<file path="src/rtl/ps2_pkg.sv">
// Shared constants, frame FSM state type and helper functions for the
// PS/2 game-key receiver.
package ps2_pkg;

  localparam logic [7:0] SC_EXT = 8'hE0;
  localparam logic [7:0] SC_BRK = 8'hF0;

  localparam logic [7:0] KEY_LEFT_EXT  = 8'h6B;
  localparam logic [7:0] KEY_LEFT_STD  = 8'h1C;
  localparam logic [7:0] KEY_RIGHT_EXT = 8'h74;
  localparam logic [7:0] KEY_RIGHT_STD = 8'h23;
  localparam logic [7:0] KEY_UP_EXT    = 8'h75;
  localparam logic [7:0] KEY_UP_STD    = 8'h1D;

  typedef enum logic [1:0] {
    IDLE  = 2'd0,
    SHIFT = 2'd1,
    STOP  = 2'd2
  } frame_state_t;

  typedef struct packed {
    logic up;
    logic right;
    logic left;
  } key_vec_t;

  // Odd parity over data plus parity bit: a good frame has an odd count of ones.
  function automatic logic parity_ok(input logic [8:0] bits);
    return ^bits;
  endfunction

  // Extended codes only match extended entries and plain codes only plain ones.
  function automatic key_vec_t key_lookup(input logic [7:0] code, input logic ext);
    key_vec_t v;
    v = '0;
    if (ext) begin
      case (code)
        KEY_LEFT_EXT:  v.left  = 1'b1;
        KEY_RIGHT_EXT: v.right = 1'b1;
        KEY_UP_EXT:    v.up    = 1'b1;
        default:       v       = '0;
      endcase
    end else begin
      case (code)
        KEY_LEFT_STD:  v.left  = 1'b1;
        KEY_RIGHT_STD: v.right = 1'b1;
        KEY_UP_STD:    v.up    = 1'b1;
        default:       v       = '0;
      endcase
    end
    return v;
  endfunction

endpackage

</file>
<file path="src/rtl/ps2_game_keys_if.sv">
// Bundle of the raw PS/2 lines and the decoded key/scan-code outputs.
interface ps2_game_keys_if;
  logic       ps2_clk;
  logic       ps2_data;
  logic [7:0] scan_code;
  logic       code_valid;
  logic       frame_err;
  logic       key_left;
  logic       key_right;
  logic       key_up;
  logic       press_left;
  logic       press_right;
  logic       press_up;

  modport slave (
    input  ps2_clk, ps2_data,
    output scan_code, code_valid, frame_err,
    output key_left, key_right, key_up,
    output press_left, press_right, press_up
  );

  modport master (
    output ps2_clk, ps2_data,
    input  scan_code, code_valid, frame_err,
    input  key_left, key_right, key_up,
    input  press_left, press_right, press_up
  );
endinterface

</file>
<file path="src/rtl/ps2_rx_frame.sv">
// PS/2 byte receiver: synchronizers, clock glitch filter, 11-bit frame FSM
// with mid-frame timeout; emits validated bytes or an error pulse.
module ps2_rx_frame #(
  parameter int FILTER_LEN = 8,
  parameter int TIMEOUT    = 20000
) (
  input  logic       clk,
  input  logic       reset,
  input  logic       ps2_clk,
  input  logic       ps2_data,
  output logic [7:0] scan_code,
  output logic       code_valid,
  output logic       frame_err
);
  import ps2_pkg::*;

  localparam int FW = $clog2(FILTER_LEN + 1);
  localparam int TW = $clog2(TIMEOUT + 1);

  logic          clk_meta_r, clk_sync_r;
  logic          data_meta_r, data_sync_r;
  logic          filt_r, filt_d_r;
  logic [FW-1:0] filt_cnt_r;
  logic          fall_s;
  logic          timeout_s;

  frame_state_t  state_r;
  logic [3:0]    bit_cnt_r;
  logic [8:0]    shift_r;
  logic [TW-1:0] tmo_cnt_r;
  logic [7:0]    scan_code_r;
  logic          code_valid_r;
  logic          frame_err_r;

  assign fall_s    = filt_d_r & ~filt_r;
  assign timeout_s = (tmo_cnt_r == TW'(TIMEOUT));

  // Synchronize both lines; filtered clock flips only after FILTER_LEN agreeing samples.
  always_ff @(posedge clk) begin
    if (reset) begin
      clk_meta_r  <= 1'b1;
      clk_sync_r  <= 1'b1;
      data_meta_r <= 1'b1;
      data_sync_r <= 1'b1;
      filt_r      <= 1'b1;
      filt_d_r    <= 1'b1;
      filt_cnt_r  <= '0;
    end else begin
      clk_meta_r  <= ps2_clk;
      clk_sync_r  <= clk_meta_r;
      data_meta_r <= ps2_data;
      data_sync_r <= data_meta_r;
      filt_d_r    <= filt_r;
      if (clk_sync_r == filt_r) begin
        filt_cnt_r <= '0;
      end else if (filt_cnt_r == FW'(FILTER_LEN - 1)) begin
        filt_r     <= clk_sync_r;
        filt_cnt_r <= '0;
      end else begin
        filt_cnt_r <= filt_cnt_r + FW'(1);
      end
    end
  end

  // Frame FSM: start bit, 9 shifted bits (LSB first), then stop-bit validation.
  always_ff @(posedge clk) begin
    if (reset) begin
      state_r      <= IDLE;
      bit_cnt_r    <= 4'd0;
      shift_r      <= 9'd0;
      tmo_cnt_r    <= '0;
      scan_code_r  <= 8'h00;
      code_valid_r <= 1'b0;
      frame_err_r  <= 1'b0;
    end else begin
      code_valid_r <= 1'b0;
      frame_err_r  <= 1'b0;
      if (fall_s) begin
        tmo_cnt_r <= '0;
      end else if (state_r != IDLE) begin
        tmo_cnt_r <= tmo_cnt_r + TW'(1);
      end else begin
        tmo_cnt_r <= '0;
      end

      case (state_r)
        IDLE: begin
          if (fall_s && !data_sync_r) begin
            state_r   <= SHIFT;
            bit_cnt_r <= 4'd0;
          end
        end
        SHIFT: begin
          if (fall_s) begin
            shift_r   <= {data_sync_r, shift_r[8:1]};
            bit_cnt_r <= bit_cnt_r + 4'd1;
            if (bit_cnt_r == 4'd8) begin
              state_r <= STOP;
            end
          end else if (timeout_s) begin
            frame_err_r <= 1'b1;
            state_r     <= IDLE;
          end
        end
        STOP: begin
          if (fall_s) begin
            if (data_sync_r && parity_ok(shift_r)) begin
              scan_code_r  <= shift_r[7:0];
              code_valid_r <= 1'b1;
            end else begin
              frame_err_r <= 1'b1;
            end
            state_r <= IDLE;
          end else if (timeout_s) begin
            frame_err_r <= 1'b1;
            state_r     <= IDLE;
          end
        end
        default: begin
          state_r <= IDLE;
        end
      endcase
    end
  end

  assign scan_code  = scan_code_r;
  assign code_valid = code_valid_r;
  assign frame_err  = frame_err_r;

endmodule

</file>
<file path="src/rtl/ps2_game_keys.sv">
// PS/2 keyboard front end for the game: tracks E0/F0 prefixes and turns
// left/right/up scan codes into held levels and make pulses.
module ps2_game_keys #(
  parameter int FILTER_LEN = 8,
  parameter int TIMEOUT    = 20000
) (
  input  logic            clk,
  input  logic            reset,
  ps2_game_keys_if.slave  bus
);
  import ps2_pkg::*;

  logic [7:0] scan_code_s;
  logic       code_valid_s;
  logic       frame_err_s;
  key_vec_t   hit_s;
  key_vec_t   level_r;
  key_vec_t   press_r;
  logic       ext_r;
  logic       brk_r;

  ps2_rx_frame #(
    .FILTER_LEN (FILTER_LEN),
    .TIMEOUT    (TIMEOUT)
  ) u_rx (
    .clk        (clk),
    .reset      (reset),
    .ps2_clk    (bus.ps2_clk),
    .ps2_data   (bus.ps2_data),
    .scan_code  (scan_code_s),
    .code_valid (code_valid_s),
    .frame_err  (frame_err_s)
  );

  // Map the current byte to a key under the pending extended prefix.
  always_comb begin
    hit_s = key_lookup(scan_code_s, ext_r);
  end

  // Prefix flags and key levels; typematic repeats of a held key do not pulse.
  always_ff @(posedge clk) begin
    if (reset) begin
      ext_r   <= 1'b0;
      brk_r   <= 1'b0;
      level_r <= '0;
      press_r <= '0;
    end else begin
      press_r <= '0;
      if (code_valid_s) begin
        if (scan_code_s == SC_EXT) begin
          ext_r <= 1'b1;
        end else if (scan_code_s == SC_BRK) begin
          brk_r <= 1'b1;
        end else begin
          if (brk_r) begin
            level_r <= key_vec_t'(level_r & ~hit_s);
          end else begin
            level_r <= key_vec_t'(level_r | hit_s);
            press_r <= key_vec_t'(hit_s & ~level_r);
          end
          ext_r <= 1'b0;
          brk_r <= 1'b0;
        end
      end else if (frame_err_s) begin
        ext_r <= 1'b0;
        brk_r <= 1'b0;
      end
    end
  end

  assign bus.scan_code   = scan_code_s;
  assign bus.code_valid  = code_valid_s;
  assign bus.frame_err   = frame_err_s;
  assign bus.key_left    = level_r.left;
  assign bus.key_right   = level_r.right;
  assign bus.key_up      = level_r.up;
  assign bus.press_left  = press_r.left;
  assign bus.press_right = press_r.right;
  assign bus.press_up    = press_r.up;

endmodule
</file>
<file path="src/flat_wrapper.sv">
// flat-port wrapper written by rule: the top's interface ports become plain ports
module ps2_game_keys_flat import ps2_pkg::*;
#(
  parameter int FILTER_LEN = 8,
  parameter int TIMEOUT    = 20000
)
  (clk, reset, bus_ps2_clk, bus_ps2_data, bus_scan_code, bus_code_valid, bus_frame_err, bus_key_left, bus_key_right, bus_key_up, bus_press_left, bus_press_right, bus_press_up);
  ps2_game_keys_if bus_i ();
  input  logic clk;
  input  logic reset;
  input wire logic [$bits(bus_i.ps2_clk)-1:0] bus_ps2_clk;
  input wire logic [$bits(bus_i.ps2_data)-1:0] bus_ps2_data;
  output wire logic [$bits(bus_i.scan_code)-1:0] bus_scan_code;
  output wire logic [$bits(bus_i.code_valid)-1:0] bus_code_valid;
  output wire logic [$bits(bus_i.frame_err)-1:0] bus_frame_err;
  output wire logic [$bits(bus_i.key_left)-1:0] bus_key_left;
  output wire logic [$bits(bus_i.key_right)-1:0] bus_key_right;
  output wire logic [$bits(bus_i.key_up)-1:0] bus_key_up;
  output wire logic [$bits(bus_i.press_left)-1:0] bus_press_left;
  output wire logic [$bits(bus_i.press_right)-1:0] bus_press_right;
  output wire logic [$bits(bus_i.press_up)-1:0] bus_press_up;
  assign bus_i.ps2_clk = bus_ps2_clk;
  assign bus_i.ps2_data = bus_ps2_data;
  assign bus_scan_code = bus_i.scan_code;
  assign bus_code_valid = bus_i.code_valid;
  assign bus_frame_err = bus_i.frame_err;
  assign bus_key_left = bus_i.key_left;
  assign bus_key_right = bus_i.key_right;
  assign bus_key_up = bus_i.key_up;
  assign bus_press_left = bus_i.press_left;
  assign bus_press_right = bus_i.press_right;
  assign bus_press_up = bus_i.press_up;
  ps2_game_keys #(.FILTER_LEN(FILTER_LEN), .TIMEOUT(TIMEOUT)) u_core (.clk(clk), .reset(reset), .bus(bus_i));
endmodule
</file>
<file path="config.mk">
export PLATFORM = sky130hd
export DESIGN_NAME = ps2_game_keys_flat
export DESIGN_NICKNAME = d
export VERILOG_FILES = /design/src/rtl/ps2_pkg.sv /design/src/rtl/ps2_game_keys_if.sv /design/src/rtl/ps2_rx_frame.sv /design/src/rtl/ps2_game_keys.sv /design/src/flat_wrapper.sv
export SDC_FILE = /design/constraint.sdc
export NUM_CORES = 1
export LEC_CHECK = 0
export BUFFER_PORTS_ARGS = -buffer_cell sky130_fd_sc_hd__buf_2
export CAP_MARGIN = 20
export CORE_ASPECT_RATIO = 1.25
export CORE_MARGIN = 2
export CORE_UTILIZATION = 35
export CTS_CLUSTER_SIZE = 40
export DETAILED_ROUTE_END_ITERATION = 10
export GPL_ROUTABILITY_DRIVEN = 1
export SLEW_MARGIN = 15
export SYNTH_ARGS = -nofsm -noshare
export SYNTH_HDL_FRONTEND = slang
export SYNTH_SLANG_ARGS = --single-unit
</file>
<file path="constraint.sdc">
create_clock -name clk -period 2.5 [get_ports clk]
set_clock_uncertainty 0.15 [all_clocks]
set_input_delay 0.25 -clock clk [delete_from_list [all_inputs] [get_ports clk]]
set_output_delay 0.25 -clock clk [all_outputs]
set_load 0.05 [all_outputs]
</file>
==> flow_summary_export.csv <==
group,metric,value,unit
global_route,grt.busiest_layer,"met2",
die,start_util,36.4,%
power_and_ir_drop,totalPowerFinal,0.00187,W
final_layout,final_nets,324,
logic_synthesis,yosysSeqAreaShare,45.4,%
global_route,grt_antenna_before_repair,0,
clocking,cts_sinks,58,
logic_synthesis,synth_top_family_by_area,"simple AND/OR/NAND/NOR gates",
power_and_ir_drop,peakVddDrop,0.292,mV
outcome,status,"finished clean",
logic_synthesis,synth_xor_area_share,8.71,%
sta,period_needed,2.04,ns
die,die-width,80.5,microns
global_route,met1_usage,15.7,%
power_and_ir_drop,pwr_density_cell,628,nW/um^2
critical_path,r2r_cells,5,
clocking,clk_pin_slew,0.07,ns
logic_synthesis,synthAdderAreaFrac,4.40,%
global_route,grt_overflow,0,
logic_synthesis,synth_area_leader_cell,"dfxtp_1",
final_layout,nFillCells,717,
logic_synthesis,synth_edf_count,0,
final_layout,stdcell_count,405,
global_route,grt_pass1_wl,8190,microns
critical_path,worstPathRequired,2.59,ns
logic_synthesis,synthesis.area,2560,sq um
logic_synthesis,ys_async_sr_fraction,0,%
placement,dpl.hpwl,3280,microns
clocking,cts_root_buf,"clkbuf_8",
sta,rsz0062_at_grt,"no",
clocking,hold_buffers,2,
route,vias_per_cell,4.86,
placement,gp_congestion,0.752,
final_layout,multiInputGateArea,1310,sq um
critical_path,rrSetupSlack,0.46,ns
final_layout,drive_gt1_share,14.6,%
min_path,holdCritPathClass,"in -> reg",
clocking,post_cts_resized,0,
sta,final_max_slew_viol_count,0,
sta,finalHoldWorstSlack,0.0327,ns
die,die_y,99.6,microns
critical_path,end_kind,"flip-flop",
sta,tightest_slew,0.567,ns
sta,setup_tns,0,ns
placement,port-buffer-count,19,
clocking,cts_buffer_depth,2,
sta,fin_crit_sh,81.5,%
power_and_ir_drop,p_leak,1.18,nW
route,antenna_left,0,
die,core,7020,sq um
route,vias,1967,
logic_synthesis,ys.flop_type,"dfxtp_1",
global_route,gr-usage-met3,4.08,%
clocking,clkLatencyLatePin,0.33,ns
logic_synthesis,syn_inst,286,
clocking,cts_made_buffers,9,
logic_synthesis,synth_commonest_cells,"dfxtp_1 (58), nor2_1 (41), nand2_1 (33)",
route,first_pass_iters,4,
clocking,cts_tree,"done",
sta,relSlewSlack,61.8,%
logic_synthesis,syn_avg_cell_area,8.94,sq um
logic_synthesis,synth_top_area_share,45.4,%
logic_synthesis,yosysUniqueCellTypes,44,
logic_synthesis,synth.mux.area_fraction,4.84,%
logic_synthesis,syn_nets,299,
die,io_pins,20,
critical_path,crit_fanout,5,
sta,setup_violations,0,
route,drc_errors,0,
global_route,grt_max_degree,31,
final_layout,area_growth,16.1,%
route,avgRoutedWirePerCell,11.6,microns
placement,dp_cells,388,
logic_synthesis,yosys_warnings,0,
die,num_rows,34,
clocking,htree_levels,3,
global_route,grt_use_met2,20.8,%
final_layout,seq_area,1160,sq um
min_path,hold_depth,2,
clocking,cts_setup_buffers,0,
logic_synthesis,synth_seq_cells,58,
critical_path,arrival,2.13,ns
critical_path,critPathKind,"reg -> reg",
critical_path,startpoint_type,"flip-flop",
route,drtIter0Drc,77,
route,drt_wl_total,4720,microns
logic_synthesis,synth.area.top_cells,"dfxtp_1 (45%), nor2_1 (6.0%), nand2_1 (4.8%)",
logic_synthesis,synth.most_common_cell,"dfxtp_1",
logic_synthesis,synth_compound_area_share,9.10,%
sta,hold_viol,0,
global_route,grtUsageTotal,13.2,%
final_layout,antenna_cells,0,
sta,fmax,491,MHz
die,die_area,8010,sq um
global_route,grt_pass1_vias,1823,
logic_synthesis,yosys.area_share.simple,24.3,%
job,maxCapViolations,0,
==> cell usage in the layout (no fill, tap or decap), types with 6 or more instances in the layout <==
cell type,n
a21oi_1,17
dfxtp_1,58
or2_2,6
clkbuf_8,12
inv_1,13
buf_2,19
mux2i_1,9
nor2_1,41
xnor2_1,10
ha_1,9
xor2_1,10
nand3_1,6
or3_1,8
nand2_1,33
o21ai_0,8
==> layout make-up <==
type                    instances  area share, %
clock buffers                  13           5.69
clock inverters                 2           1.18
inverters                      13           1.64
multi-input cells             206           44.2
flip-flops and latches         58           39.1
well taps                      90           3.79
repair buffers                 23           4.38
==> flip-flops by register name (all words and copies together) (netlist names), named ones only <==
| register | flops |
|---|---|
| u_core.u_rx.frame_err | 1 |
| u_core.u_rx.clk_meta_r | 1 |
| u_core.u_rx.state_r | 2 |
| u_core.u_rx.data_meta_r | 1 |
| u_core.bus.press_up | 1 |
| u_core.brk_r | 1 |
| u_core.u_rx.data_sync_r | 1 |
| u_core.u_rx.code_valid | 1 |
| u_core.bus.press_right | 1 |
| u_core.ext_r | 1 |
| u_core.u_rx.tmo_cnt_r | 15 |
| u_core.u_rx.filt_d_r | 1 |
| u_core.u_rx.bit_cnt_r | 4 |
| u_core.u_rx.filt_r | 1 |
| u_core.u_rx.scan_code | 8 |
| u_core.u_rx.clk_sync_r | 1 |
| u_core.bus.press_left | 1 |
| u_core.u_rx.filt_cnt_r | 4 |
| u_core.u_rx.shift_r | 9 |
==> final timing paths <==
check                                              start                 endpoint
worst max register to register  u_core.u_rx.scan_code[0]                flip-flop
worst min register to register   u_core.u_rx.data_meta_r  u_core.u_rx.data_sync_r
worst min-delay path                               reset                flip-flop
worst max-delay path            u_core.u_rx.scan_code[0]                flip-flop
==> through the flow <==
step | cell area, sq um | util (%) | setup slack (ns)
2_1_floorplan | 2560 | - | 0.417
3_3_place_gp | 2750 | 39.1 | 0.491
3_5_place_dp | 2750 | 39.1 | 0.492
4_1_cts | 2970 | 42.3 | 0.455
5_1_grt | 2970 | 42.3 | 0.223
6_report | 2970 | 42.3 | 0.462
==> cell families (layout without fill, tap and decap cells) <==
group,after synthesis,count (layout)
buf+inv,22,51
fa+ha+maj,9,9
simple gates,126,126
compound gates,38,38
flops,58,58
xor+xnor,22,22
mux,11,11
==> where the power goes <==
group          internal, W  switching [W]
combinational    0.0000180      0.0000307
clock             0.000535       0.000346
sequential        0.000931     0.00000539
==> routing by layer <==
metal | vias to the layer above | share of wire, %
li1 | 1023 | -
met1 | 903 | 47
met2 | 32 | 47
met3 | 9 | 4.3
met4 | 0 | 2.2
met5 | - | 0
==> worst max-delay path, stage by stage (launching register included) <==
cell,delay [ns]
dfxtp_1,0.35
or2_2,0.33
or3_1,0.34
a211oi_1,0.41
a21oi_1,0.12
a311oi_1,0.24
(Power assumes the default switching activity.)
